[src/rtl/carrega_8_num_pkg.sv]
// Shared constants and types for the 8-number frame loader.
// Pad values are chosen so that padded slots sort after every real word.
package carrega_pkg;

  localparam int LARGURA_PADRAO = 8;
  localparam int N_NUM          = 8;

  typedef enum logic {
    COLETA = 1'b0,
    CHEIO  = 1'b1
  } estado_t;

  localparam logic [7:0] PAD_CRESC  = 8'hFF;
  localparam logic [7:0] PAD_DECRES = 8'h00;

  function automatic logic [7:0] pad_valor(input logic cresc);
    return cresc ? PAD_CRESC : PAD_DECRES;
  endfunction

endpackage

[src/rtl/carrega_8_num.sv]
// Collects up to eight words into a frame and presents it to the sorter until released.
// Optional early flush with sort-aware padding is enabled by CARREGA_8_NUM_FLUSH_EN.
module carrega_8_num
  import carrega_pkg::*;
#(
  parameter int LARGURA = LARGURA_PADRAO
) (
  input  logic               clk,
  input  logic               rst_n,
  input  logic               in_valid,
  input  logic [LARGURA-1:0] in_data,
  output logic               in_ready,
  input  logic               cresc_in,
  input  logic               libera,
`ifdef CARREGA_8_NUM_FLUSH_EN
  input  logic               flush,
`endif
  output logic               ena,
  output logic               cresc_ou_decres,
  output logic [LARGURA-1:0] n1_n,
  output logic [LARGURA-1:0] n2_n,
  output logic [LARGURA-1:0] n3_n,
  output logic [LARGURA-1:0] n4_n,
  output logic [LARGURA-1:0] n5_n,
  output logic [LARGURA-1:0] n6_n,
  output logic [LARGURA-1:0] n7_n,
  output logic [LARGURA-1:0] n8_n,
  output logic [3:0]         qtd
);

  estado_t            state_q, state_d;
  logic [2:0]         ptr_q, ptr_d;
  logic [3:0]         qtd_q, qtd_d;
  logic               cresc_q, cresc_d;
  logic               rdy_q;
  logic [LARGURA-1:0] slot_q [N_NUM];
  logic [LARGURA-1:0] slot_d [N_NUM];
  logic               aceita;

  // rdy_q keeps in_ready low while reset is held and for the edge it is released on.
  assign in_ready = rdy_q && (state_q == COLETA);
  assign aceita   = in_valid && in_ready;

  always_comb begin
    state_d = state_q;
    ptr_d   = ptr_q;
    qtd_d   = qtd_q;
    cresc_d = cresc_q;
    slot_d  = slot_q;
    case (state_q)
      COLETA: begin
        if (aceita) begin
          slot_d[ptr_q] = in_data;
          if (ptr_q == 3'd0) cresc_d = cresc_in;
          ptr_d = ptr_q + 3'd1;
          qtd_d = qtd_q + 4'd1;
          if (ptr_q == 3'd7) state_d = CHEIO;
        end
`ifdef CARREGA_8_NUM_FLUSH_EN
        // A word accepted on the flush edge lands first; padding begins right after it.
        if (flush && (qtd_q != 4'd0)) begin
          for (int i = 0; i < N_NUM; i++) begin
            if (4'(i) >= ({1'b0, ptr_q} + {3'b000, aceita}))
              slot_d[i] = LARGURA'(pad_valor(cresc_q));
          end
          state_d = CHEIO;
          ptr_d   = 3'd0;
        end
`endif
      end
      CHEIO: begin
        if (libera) begin
          state_d = COLETA;
          qtd_d   = 4'd0;
          ptr_d   = 3'd0;
        end
      end
      default: state_d = COLETA;
    endcase
  end

  always_ff @(posedge clk or negedge rst_n) begin
    if (!rst_n) begin
      state_q <= COLETA;
      ptr_q   <= 3'd0;
      qtd_q   <= 4'd0;
      cresc_q <= 1'b1;
      rdy_q   <= 1'b0;
      for (int i = 0; i < N_NUM; i++) slot_q[i] <= '0;
    end else begin
      state_q <= state_d;
      ptr_q   <= ptr_d;
      qtd_q   <= qtd_d;
      cresc_q <= cresc_d;
      rdy_q   <= 1'b1;
      for (int i = 0; i < N_NUM; i++) slot_q[i] <= slot_d[i];
    end
  end

  assign ena             = (state_q == CHEIO);
  assign qtd             = qtd_q;
  assign cresc_ou_decres = cresc_q;
  assign n1_n = slot_q[0];
  assign n2_n = slot_q[1];
  assign n3_n = slot_q[2];
  assign n4_n = slot_q[3];
  assign n5_n = slot_q[4];
  assign n6_n = slot_q[5];
  assign n7_n = slot_q[6];
  assign n8_n = slot_q[7];

endmodule

[config.mk]
export PLATFORM = sky130hd
export DESIGN_NAME = carrega_8_num
export DESIGN_NICKNAME = d
export VERILOG_FILES = /design/src/rtl/carrega_8_num_pkg.sv /design/src/rtl/carrega_8_num.sv
export SDC_FILE = /design/constraint.sdc
export NUM_CORES = 1
export LEC_CHECK = 0
export CELL_PAD_IN_SITES_DETAIL_PLACEMENT = 1
export CELL_PAD_IN_SITES_GLOBAL_PLACEMENT = 2
export CORE_MARGIN = 3
export CORE_UTILIZATION = 35
export CTS_BUF_LIST = sky130_fd_sc_hd__clkbuf_16
export DETAILED_ROUTE_END_ITERATION = 6
export GPL_ROUTABILITY_DRIVEN = 0
export PLACE_DENSITY = 0.83
export SLEW_MARGIN = 30
export SYNTH_ARGS = -nofsm -noshare
export SYNTH_HDL_FRONTEND = slang
export SYNTH_SLANG_ARGS = --single-unit
export TNS_END_PERCENT = 20
[constraint.sdc]
create_clock -name clk -period 3.25 [get_ports clk]
set_input_delay 0.65 -clock clk [delete_from_list [all_inputs] [get_ports clk]]
set_output_delay 0.65 -clock clk [all_outputs]
set_load 0.05 [all_outputs]
==> flow_metrics.tcl <==
set metrics [dict create \
    synthDominantCellAreaShare_pct 60.9 \
    tightest_slew_ns 0.813 \
    root_buffer "clkbuf_16" \
    slew_headroom_pct 45.8 \
    synthDistinctLibCells 28 \
    setup_viol 0 \
    drcViolationCount 0 \
    crit_arrival_ns 1.72 \
    antenna_found_initial 0 \
    post-route-min-period_ns 2.37 \
    netlist_area_um2 3000 \
    finalHoldViolCount 0 \
    layout-drive-gt1-share_pct 31.0 \
    drtIter0Drc 52 \
    hp-class "input pin to asynchronous set/reset pin" \
    die-area_um2 9720 \
    highest_layer "met4" \
    synth_nets 207 \
    grt_pass1_vias 2065 \
    cts.sinks 74 \
    cts.clk_slew.worst_paths_ns 0.06 \
    die_w_um 98.6 \
    wl_met1_mm 3.23 \
    clockBufferDepth 2 \
    cp-end-kind "output pin" \
    cts_resized 0 \
    slew_viol_final 0 \
    critPathKind "flip-flop to output pin" \
    outcome "finished clean" \
    core_area_um2 8260 \
    io_pins 84 \
    cts_buffers 9 \
    rows 33 \
    synth-seq-cells 74 \
    yosys_warnings 0 \
    finalNetCount 296 \
    cp_slowest_cell "clkdlybuf4s50_1" \
    hold_buffers 0 \
    tns_ns 0 \
    io_buffers 83 \
    cts_setup_buffers 0 \
    avgViaCountPerCell 4.91 \
    fmax_mhz 421 \
    grt_pass1_wl_mm 12.1 \
    cts_htree_levels 3 \
    path_max_fanout 4 \
    fillers 817 \
    hpwl_mm 5.17 \
    synthTopCellsByArea "dfrtp_1 61%, mux2_2 18%, mux2_4 8.0%, ha_1 1.7%, nand2_1 1.5%" \
    netlist_instances 190 \
    cap_violations 0 \
    critPathMaxStageDelay_ns 0.81 \
    drt-total-wl_mm 7.47 \
    grt_usage_pct 16.5 \
    area_growth_pct 41.4 \
    yosys.area.top_type "dfrtp_1" \
    vias 1909 \
    fin_crit_sh_pct 73.0 \
    initial_core_util_pct 36.3 \
    crit_chain "nor2b_1 > clkdlybuf4s50_1" \
    diodes 0 \
    grt_max_degree 40 \
    startpoint_type "flip-flop" \
    clk_latency_ns 0.33 \
    crit_family "buffers and inverters" \
    wl_met3_um 319 \
    wl_met2_mm 3.85 \
    critPathBufInv 1 \
    dr.pass1.iters 4 \
    tritoncts "done" \
    cp_data_required_time_ns 2.60 \
    grt_setup_unrepaired "false" \
    die_h_um 98.6 \
    grt_overflow 0 \
    wl_per_cell_um 19.2 \
    clock_skew_ns 0.00707 \
    ant_nets 0 \
    avgSynthCellArea_um2 15.8 \
    ys_seq_area_share_pct 61.7 \
]
## logic make-up after synthesis
| family | synth area share [%] |
|---|---|
| buffers and inverters | 2.08 |
| multiplexers | 27.1 |
| AND/OR/NAND/NOR | 6.84 |
| other | 0.125 |
| adder cells (fa/ha/maj) | 1.67 |
| AO/OA/AOI/OAI | 0.500 |
| flip-flops | 61.7 |
## synth_stat cells
cell type	number
conb_1	1
or3_1	1
mux2_4	16
nor2b_1	1
dfrtp_1	73
nand3b_4	1
o21ai_0	3
mux2_2	47
nand4_1	1
buf_2	2
nor3_4	1
nand4b_2	1
inv_1	2
ha_1	4
buf_4	2
or4_1	3
nor3_2	2
and3b_1	1
nand3_1	5
nor2_2	1
dfstp_2	1
inv_2	1
buf_6	2
mux2_1	2
nand2_1	12
mux2i_1	2
clkbuf_1	1
nor3b_1	1
## per-stage QoR
step	setup WS [ns]	hold WS, ns	std cells	util (%)	instance area [um^2]
after floorplan	1.23	0.354	190	-	3000
after global placement	0.659	0.464	373	47.7	3940
after detailed placement	0.586	0.482	373	47.7	3940
after CTS	0.850	0.432	389	51.4	4250
after global routing	0.818	0.458	389	51.4	4250
final	0.877	0.410	389	51.4	4250
## cells in the final DEF (no fill, tap or decap)
cell type / n
ha_1: 4
nand4b_2: 1
nand2_1: 12
bufinv_16: 2
inv_1: 3
buf_4: 1
buf_2: 1
clkbuf_16: 9
buf_12: 1
nand3b_4: 1
nor3_2: 2
dfstp_2: 1
and3b_1: 1
mux2i_1: 2
dfrtp_1: 73
o21ai_0: 3
or3_1: 1
or4_1: 3
clkdlybuf4s50_1: 82
mux2_2: 47
nand3_1: 5
nor2b_1: 1
clkinv_1: 1
clkinv_2: 2
mux2_1: 2
nor3b_1: 1
conb_1: 1
inv_2: 1
nand4_1: 1
clkinvlp_4: 1
mux2_4: 16
nor3_4: 1
nor2_2: 1
## layout make-up
| cell class | instances | area [um^2] | area share (%) |
|---|---|---|---|
| Clock buffer | 9 | 225 | 5.31 |
| Clock inverter | 7 | 85.1 | 2.00 |
| Inverter | 3 | 11.3 | 0.265 |
| Multi-Input combinational cell | 106 | 1090 | 25.6 |
| Sequential cell | 74 | 1850 | 43.6 |
| Tap cell | 105 | 131 | 3.09 |
| Timing Repair Buffer | 85 | 853 | 20.1 |
## routing by layer
metal,up-vias,track usage [%]
li1,855,-
met1,1000,20.7
met2,50,27.4
met3,4,5.31
met4,0,4.73
met5,-,0
## sequential cells by signal, summed over array words and instances (netlist names), 3 cells and up
register  flops
n2_n          8
ptr_q         3
n7_n          8
n1_n          8
n6_n          8
n4_n          8
n3_n          8
n8_n          8
n5_n          8
qtd           4
## path summary, 6_finish.rpt
check                      cells past startpoint              end   start  slack (ns)
hold / removal                                 1          n5_n[4]   rst_n        0.41
setup reg to reg                               3          n3_n[6]     ena        1.29
hold reg to reg                                1           qtd[3]  qtd[3]        0.49
min in group clk                               1           qtd[3]  qtd[3]        0.49
max in group asynchronous                      2  cresc_ou_decres   rst_n        2.08
setup / recovery                               2         in_ready   rdy_q        0.88
Power is left out: the tool's default activity adds up to more than one toggle a clock period on the data nets, which glitch-free logic cannot reach.
